File: src/rtl/timer_scheduler.sv
// rtl/timer_scheduler.sv - round-robin scheduler sharing one timer among N_REQ requesters
// Grants one channel at a time, launches the timer and waits for expiry or watchdog abort.
module timer_scheduler #(
   parameter int N_REQ    = 4,
   parameter int CW       = 8,
   parameter int WD_SLACK = 8
) (
   input  logic               CLK,
   input  logic               RST,
   input  logic [N_REQ-1:0]   req,
   input  logic [N_REQ*CW-1:0] period,
   output logic [N_REQ-1:0]   grant,
   output logic               busy,
   output logic [N_REQ-1:0]   done,
   output logic [N_REQ-1:0]   err,
   output logic [CW-1:0]      timer_circle,
   output logic               start_flag,
   input  logic               timer_over
);

   localparam int PW = (N_REQ > 1) ? $clog2(N_REQ) : 1;

   localparam logic [2:0] S_IDLE  = 3'd0;
   localparam logic [2:0] S_START = 3'd1;
   localparam logic [2:0] S_WAIT  = 3'd2;
   localparam logic [2:0] S_DONE  = 3'd3;
   localparam logic [2:0] S_ERR   = 3'd4;

   logic [2:0]    state;
   logic [PW-1:0] ptr;
   logic [PW-1:0] gidx;
   logic [CW:0]   watchdog;

   logic          found;
   logic [PW-1:0] pick;

   // First requester at or after ptr, wrapping around.
   always_comb begin
      found = 1'b0;
      pick  = '0;
      for (int i = 0; i < N_REQ; i++) begin
         int j;
         j = int'(ptr) + i;
         if (j >= N_REQ) j = j - N_REQ;
         if (!found && req[j]) begin
            found = 1'b1;
            pick  = PW'(j);
         end
      end
   end

   always_ff @(posedge CLK) begin
      if (RST) begin
         state        <= S_IDLE;
         ptr          <= '0;
         gidx         <= '0;
         grant        <= '0;
         busy         <= 1'b0;
         done         <= '0;
         err          <= '0;
         start_flag   <= 1'b0;
         timer_circle <= '0;
         watchdog     <= '0;
      end else begin
         case (state)
            S_IDLE: begin
               if (found) begin
                  timer_circle <= period[int'(pick)*CW +: CW];
                  grant        <= N_REQ'(1) << pick;
                  gidx         <= pick;
                  busy         <= 1'b1;
                  state        <= S_START;
               end
            end
            S_START: begin
               // A zero period completes immediately without touching the timer.
               if (timer_circle == '0) begin
                  done  <= grant;
                  grant <= '0;
                  state <= S_DONE;
               end else begin
                  start_flag <= 1'b1;
                  watchdog   <= {1'b0, timer_circle} + (CW+1)'(WD_SLACK);
                  state      <= S_WAIT;
               end
            end
            S_WAIT: begin
               start_flag <= 1'b0;
               // Expiry takes precedence over a watchdog that reaches zero the same cycle.
               if (timer_over) begin
                  done  <= grant;
                  grant <= '0;
                  state <= S_DONE;
               end else if (watchdog == '0) begin
                  err   <= grant;
                  grant <= '0;
                  state <= S_ERR;
               end else begin
                  watchdog <= watchdog - 1'b1;
               end
            end
            S_DONE, S_ERR: begin
               done  <= '0;
               err   <= '0;
               busy  <= 1'b0;
               ptr   <= (gidx == PW'(N_REQ-1)) ? '0 : gidx + 1'b1;
               state <= S_IDLE;
            end
            default: begin
               state <= S_IDLE;
            end
         endcase
      end
   end

endmodule

File: config.mk
export PLATFORM = sky130hd
export DESIGN_NAME = timer_scheduler
export DESIGN_NICKNAME = d
export VERILOG_FILES = /design/src/rtl/timer_scheduler.sv
export SDC_FILE = /design/constraint.sdc
export NUM_CORES = 1
export LEC_CHECK = 0
export ABC_AREA = 1
export ABC_CLOCK_PERIOD_IN_PS = 2550
export CAP_MARGIN = 25
export CORE_ASPECT_RATIO = 1.5
export CORE_MARGIN = 4
export CORE_UTILIZATION = 50
export CTS_CLUSTER_SIZE = 40
export DETAILED_ROUTE_END_ITERATION = 10
export HOLD_SLACK_MARGIN = 0.15
export PLACE_DENSITY = 0.79
export SKIP_CTS_REPAIR_TIMING = 1
export SLEW_MARGIN = 0
export SYNTH_ARGS = -nofsm -noshare
export SYNTH_HDL_FRONTEND = slang
export SYNTH_SLANG_ARGS = --single-unit
File: constraint.sdc
create_clock -name CLK -period 2.55 [get_ports CLK]
set_input_delay 0.6375 -clock CLK [delete_from_list [all_inputs] [get_ports CLK]]
set_output_delay 0.6375 -clock CLK [all_outputs]
set_load 0.1 [all_outputs]
---- Yosys cells after proc, flatten, opt, wreduce, memory -nomap -nowiden ----
Index checks and enable logic that the tools add are counted.
word-level totals
  bits in registers ....................... 38
  input port bits ......................... 39
  word-level logic and storage cells ...... 115
  output and inout port bits .............. 22
cells by class
  equal/unequal tests ..................... 13
  $lt $le $gt $ge ......................... 8
  reductions and logical operators ........ 23
  shift-type cells ........................ 2
  mux-type cells .......................... 49
  add/subtract/negate cells ............... 10
operator list
  kind                                                                    number
  32-bit by 4-bit < comparator with 1-bit output (second input constant)  4
  32-bit two-way mux                                                      4
  4-bit two-way mux                                                       8
  32-bit by 6-bit variable part select with 8-bit output                  1
  9-bit two-way mux                                                       3
  4-bit one-hot mux with 3 select lines                                   2
  9-bit one-hot mux with 2 select lines                                   1
  1-bit two-way mux                                                       15
  2-bit != test (second input constant)                                   7
  3-bit by 3-bit subtractor with 4-bit output (second input constant)     3
  2-bit two-way mux                                                       5
  8-bit by 4-bit adder with 9-bit output (second input constant)          1
  3-bit greater-or-equal comparator (second input constant)               3
  9-bit zero test                                                         1
  3-bit two-way mux                                                       3
  3-bit one-hot mux with 3 select lines                                   1
  9-bit by 1-bit subtractor with 9-bit output (second input constant)     1
  1-bit binary-select mux with 2-bit select                               4
  8-bit zero test                                                         1
  4-bit one-hot mux with 2 select lines                                   1
  2-bit AND reduction                                                     4
  4-bit AND reduction                                                     2
  2-bit by 2-bit adder with 3-bit output (second input constant)          2
  3-bit by 2-bit equality test with 1-bit output (second input constant)  2
  17 further kinds                                                        26

---- Longest topological paths before layout ----
Gate-level depths: netlist of the first run.
  depth in word-level cells ............... 18
  gate-level depth with buffers ........... 17
  mapped depth without buffers ............ 15

---- Least setup slack after synthesis of the first run ----
OpenSTA, ideal clock, no wires.
  path kind ............................... register to register
  start ................................... register timer_circle[6]
  end ..................................... register watchdog[5]
  data required time ...................... 2.476 ns
  clock period less this slack ............ 2.212 ns
  slack ................................... 0.338 ns
  data arrival time ....................... 2.138 ns
  path buffers ............................ 1
  cell stages (with the launch flop) ...... 10
  setup time .............................. 0.074 ns
  cell sequence ........................... dfxtp_1 -> inv_1 -> nand3_1 -> nor2_1 -> nor2_1 -> o21ai_0 -> inv_1 -> buf_2 -> o21ai_0 -> a31oi_1
between the ends
  word-level cells in the longest chain between the ends .. 3
RTL lines
  what                                  RTL line  source
  start, declared                       16        output logic [CW-1:0] timer_circle,
  start signal, assigned                68        timer_circle <= period[int'(pick)*CW +: CW];
  8-bit zero test                       77        if (timer_circle == '0) begin
  2-bit != test (no source line)        -
  4-bit AND reduction (no source line)  -
  end signal, assigned                  83        watchdog <= {1'b0, timer_circle} + (CW+1)'(WD_SLACK);
  end signal, assigned                  99        watchdog <= watchdog - 1'b1;
  end, declared                         32        logic [CW:0] watchdog;
Every way passes these cells.
A chain may end at the register's enable or synchronous reset.

---- Worst setup path after layout of the first run ----
  start ................................... input port req[1]
  end ..................................... register timer_circle[0]
between the ends
  word-level cells in the longest chain between the ends .. 14
  elaborated cells on any way between the ends .. 28
  classes of those cells .................. shift (1); mux (20); reduce/logical (7)
RTL lines
  what                                                                                                  RTL line  source
  start, declared                                                                                       10        input logic [N_REQ-1:0] req,
  1-bit binary-select mux with 2-bit select                                                             45        if (!found && req[j]) begin
  1-bit two-way mux (not written as such) (2 in a row)                                                  45
  1-bit two-way mux                                                                                     45
  1-bit zero test                                                                                       45
  1-bit logical AND                                                                                     45
  1-bit two-way mux                                                                                     45
  1-bit zero test                                                                                       45
  1-bit logical AND                                                                                     45
  1-bit two-way mux                                                                                     45
  1-bit zero test                                                                                       45
  1-bit logical AND                                                                                     45
  2-bit two-way mux / 1-bit two-way mux (equally long branches)                                         45
  32-bit by 6-bit variable part select with 8-bit output / 2-bit AND reduction (equally long branches)  -
Parallel ways exist; a longest one is shown, timed or not. The select of a mux whose other input is x is not followed.

==> results.cfg, run 1 <==
[synthesis]
synth_edf_count = 0
synthXorXnorAreaFrac_pct = 1.43
ys_warn_count = 0
syn_area_mm2 = 0.00245
muxShareOfSynthArea_pct = 0
synth.area.top_cells = dfxtp_1, nand2_1, nor2_1
ys_seq_area_share_pct = 31.1
avgSynthCellArea_um2 = 6.15
syn-instance-count = 398
synth_common_cells = nand2_1, nor2_1, inv_1, nand3_1, dfxtp_1
syn-num-nets = 440
yosys.area_share.adder_pct = 1.53
ys_types = 29
synthFlopType = dfxtp_1
synth_seq_cells = 38
yosysTopAreaCellShare_pct = 31.1
synthArstFlopShare_pct = 0
synth-simple-area-share_pct = 41.4
yosysTopAreaCell = dfxtp_1
synth_top_family_by_area = simple AND/OR/NAND/NOR gates
synth_most_common_cell = nand2_1
synth_compound_area_share_pct = 13.7

[global_routing]
grt_pass1_vias = 2460
grt_overflow = 0
antenna_found_initial = 0
grt_first_pass_wirelength_um = 10200
track_usage_pct = 21.0
grt_max_degree = 26

[sta]
whs_ps = 488
max_clock_freq_mhz = 443
final_max_slew_viol_count = 0
tightest_slew_ps = 634
setup_tns_ps = 0
hold_violations = 0
skew_ps = 5.04
relSlewSlack_pct = 57.3
layout_min_cycle_time_ps = 2260
min_period_over_period_pct = 88.6
finalSetupViolCount = 0
rsz0062_at_grt = false

[setup_path]
path_class = in2reg
critPathTopFamily = simple AND/OR/NAND/NOR gates
slowest_delay_ps = 470
path_cells = clkdlybuf4s50_1 > inv_1 > nand2_1 > nand3_1 > nand2_4 > inv_1 > a21oi_2 > nand2_4 > nand2_2 > buf_4 > nand2_1 > nand2_1 > nand2_1 > nand3_1 > nand2_1 > inv_1
cp_max_fo = 8
crit_top_cell = nand2_1
critPathCaptureType = flop
start_kind = primary input
crit_path_top_delay_cell = clkdlybuf4s50_1
critical_path_arrival_ps = 2500
required_ps = 2790
cp_num_buf_inv = 5

[status]
outcome = finished, final reports clean

[floorplan]
initial_core_util_pct = 53.0
die_area_mm2 = 0.00610
io_pins = 61
die_w_um = 65.1
core_mm2 = 0.00462
num_rows = 30
die_h_um = 93.7

[clock_tree]
cts_root_buf = clkbuf_8
cts.clk_slew.worst_paths_ps = 70
cts_inserted_buffers = 5
cts_max_level = 2
clock_latency_ps = 290
cts.sinks = 38
cts_max_path_buffers = 2
cts_tree = built

[finish]
design_area_mm2 = 0.00319
diodes = 0
syn_to_final_growth_pct = 30.1
fillers = 452
finalNetCount = 507
drive_gt1_share_pct = 13.8

[detailed_routing]
wirelength_um = 6270
drc = 0
ant_nets = 0
drt-vias-per-instance = 4.99
routedWlPerCell_um = 11.8
dr.pass1.iters = 4
vias = 2642
drt_iter0_markers = 135

[place]
portBuffers = 60
placedInstanceArea_mm2 = 0.00311
gp_congestion = 0.911
place_hpwl_um = 5000

[run]
cap_violations = 0

[hold_path]
hp-class = reg2reg
cell type report:
type                    count  area [um^2]  area share (%)
multi-input cells         298         1420            44.7
clock inverters             2         10.0           0.314
clock buffers               5         68.8            2.16
repair buffers             74          663            20.8
inverters                  48          180            5.66
flip-flops and latches     38          761            23.9
well taps                  64         80.1            2.51
metal layers:
metal	wire, um	vias to the layer above	GRT usage [%]	part of all wire (%)
li1	-	1407	-	-
met1	2450	1156	21.0	39
met2	3450	66	41.2	55
met3	235	13	3.95	3.7
met4	138	0	8.65	2.2
met5	0	-	0	0
flip-flops by register name, indices dropped and copies added (netlist names):
| name | cells |
|---|---|
| watchdog | 9 |
| ptr | 2 |
| timer_circle | 8 |
| gidx | 2 |
| state | 3 |
| start_flag | 1 |
| err | 4 |
| grant | 4 |
| done | 4 |
| busy | 1 |
cell families after synthesis:
| kind of cell | after synthesis |
|---|---|
| XOR/XNOR | 4 |
| AND/OR/NAND/NOR | 228 |
| AO/OA/AOI/OAI | 63 |
| adder cells (fa/ha/maj) | 3 |
| buffers and inverters | 62 |
| flip-flops | 38 |
placed cells by master, fill, tap and decap left out, drive strengths merged, types with 3 or more instances in the layout:
cell type / n
a21oi: 19
nand4: 5
nor3: 5
nand3: 43
inv: 48
clkbuf: 5
dfxtp: 38
xor2: 4
nor2: 60
a31oi: 6
o21ai: 36
nand2: 114
ha: 3
buf: 36
clkdlybuf4s50: 38
final timing paths:
| kind | to | start | cells after the start | slack, ps |
|---|---|---|---|---|
| setup / recovery | timer_circle[0] | req[1] | 16 | 290 |
| hold / removal | watchdog[8] | watchdog[8] | 2 | 490 |
| setup reg to reg | watchdog[5] | watchdog[0] | 9 | 440 |
| hold reg to reg | watchdog[8] | watchdog[8] | 2 | 490 |
worst register-to-register path: cells and delay by family, from the launching register on:
family,cells,cell delay [ps]
simple gates,3,660
compound gates,3,450
buf+inv,2,360
flops,1,310
fa+ha+maj,1,210
through the flow:
| stage | worst slack (ps) | cells | util [%] |
|---|---|---|---|
| floorplan | 338 | 398 | - |
| global placement | 85.8 | 522 | 67.3 |
| detailed placement | 11.2 | 522 | 67.3 |
| CTS | 314 | 529 | 69.0 |
| global route | 78.5 | 529 | 69.0 |
| finish | 291 | 529 | 69.0 |
Power of run 1 is not shown: default switching activity piles up to over one toggle a cycle in this logic, so the estimate is an artifact.
==> inputs of run 2 (changes only) <==
CTS_CLUSTER_SIZE = default   (was 40)
SLEW_MARGIN = 20   (was 0)
==> results of run 2 <==
Final layout, timing and power as in run 1 (identical DEF).
Power of run 2 is left out for the same reason.
==> inputs of run 3 (changes only) <==
CTS_BUF_LIST = sky130_fd_sc_hd__clkbuf_16   (was default)
==> run 3 against run 2 <==
Highest routed layer unchanged. Final cell count stayed put. Maximum frequency is 0.24% lower. Routed wire length is 0.35% higher. Sequential share of layout area is 0.41 points lower. Setup slack worse by 5.4 ps. Global-route usage is 0.29 points higher. Clock skew is 0.53 ps lower.
==> results.cfg, run 3 (synthesized netlist as in run 1, its figures left out) <==
[clock_tree]
cts_inserted_buffers = 5
cts.clk_slew.worst_paths_ps = 50
cts.sinks = 38
cts_max_level = 2
cts_tree = built
cts_root_buf = clkbuf_16
clock_latency_ps = 280
cts_max_path_buffers = 2

[setup_path]
worst_r2r_path_depth = 15
cp_max_fo = 8
crit_path_top_delay_cell = clkdlybuf4s50_1
cp_num_buf_inv = 5
critical_path_arrival_ps = 2490
critPathCaptureType = flop
rr_startpoint = ptr[0]
r2r_slack_ps = 460
r2r_end = timer_circle[0]
slowest_delay_ps = 480
critPathTopFamily = simple AND/OR/NAND/NOR gates
required_ps = 2780
startpoint = req[0]
path_cells = clkdlybuf4s50_1 > inv_1 > nand2_1 > nand3_1 > nand2_4 > inv_1 > a21oi_2 > nand2_4 > nand2_2 > buf_4 > nand2_1 > nand2_1 > nand2_1 > nand3_1 > nand2_1 > inv_1
path_class = in2reg
start_kind = primary input
cp_num_cells = 16
crit_top_cell = nand2_1
endpoint = timer_circle[0]

[status]
outcome = finished, final reports clean

[floorplan]
io_pins = 61
die_h_um = 93.7
num_rows = 30
core_mm2 = 0.00462
initial_core_util_pct = 53.0
die_area_mm2 = 0.00610
die_w_um = 65.1

[detailed_routing]
drt-vias-per-instance = 5.02
drt_iter0_markers = 215
ant_nets = 0
wirelength_um = 6290
drc = 0
vias = 2654
routedWlPerCell_um = 11.9
dr.pass1.iters = 4

[finish]
layout_common_cells = nand2_1, nor2_1, inv_1
post-route-util_pct = 70.2
diodes = 0
reg_top3 = watchdog x9, timer_circle x8
top_register = watchdog
largest_register_ffs = 9
syn_to_final_growth_pct = 32.4
final_cells = 529
drive_gt1_share_pct = 13.8
finalNetCount = 507
final_common_cell = nand2_1

[place]
gp_congestion = 0.911
dp.cells = 522
dp_slack_ps = 11.2
place_hpwl_um = 5000
portBuffers = 60

[sta]
tightest_slew_ps = 645
max_clock_freq_mhz = 442
skew_ps = 4.51
final_max_slew_viol_count = 0
setup_tns_ps = 0
min_period_over_period_pct = 88.8
fin_ws_ps = 285
layout_min_cycle_time_ps = 2260
rsz0062_at_grt = false
hold_violations = 0
finalSetupViolCount = 0
relSlewSlack_pct = 56.9

[global_routing]
grt_overflow = 0
track_usage_pct = 21.3
antenna_found_initial = 0
grt_first_pass_wirelength_um = 10300
grt_pass1_vias = 2431
grt_max_degree = 26

[hold_path]
hp-class = reg2reg

[run]
cap_violations = 0
==> run 3: cell counts in the layout (fill, tap and decap cells not counted) <==
Identical to the previous run, type by type.
==> run 3: worst min-delay path by stage <==
stage,from,end,slack (ps),cells after the start
after floorplan,watchdog[8],watchdog[8],450,2
after global placement,watchdog[8],watchdog[8],460,2
after detailed placement,err[0],err[0],480,2
after CTS,err[0],err[0],490,2
after global routing,done[0],done[0],510,2
final,err[0],err[0],480,2
==> run 3: through the flow <==
stage	hold WS [ps]	area [um^2]
2_1_floorplan	454	2450
3_3_place_gp	464	3110
3_5_place_dp	477	3110
4_1_cts	490	3240
5_1_grt	511	3240
6_report	484	3240
==> run 3: area by class of cell <==
class,count,area [um^2]
clock buffers,5,125
flip-flops and latches,38,761
well taps,64,80.1
inverters,48,180
fillers,441,1380
multi-input cells,298,1420
repair buffers,74,663
clock inverters,2,10.0
==> run 3: worst min-delay path, stage by stage (launching register included) <==
cell and delay, ps:
dfxtp_1 320, nor2_1 50, nor2_1 80
==> run 3: layer usage <==
metal	global-route usage, %	up-vias	share of wire (%)
li1	-	1408	-
met1	21.7	1157	38
met5	0	-	0
met4	9.00	0	2.3
met3	4.31	13	4.3
met2	41.0	76	55
Power of run 3 is left out for the same reason.
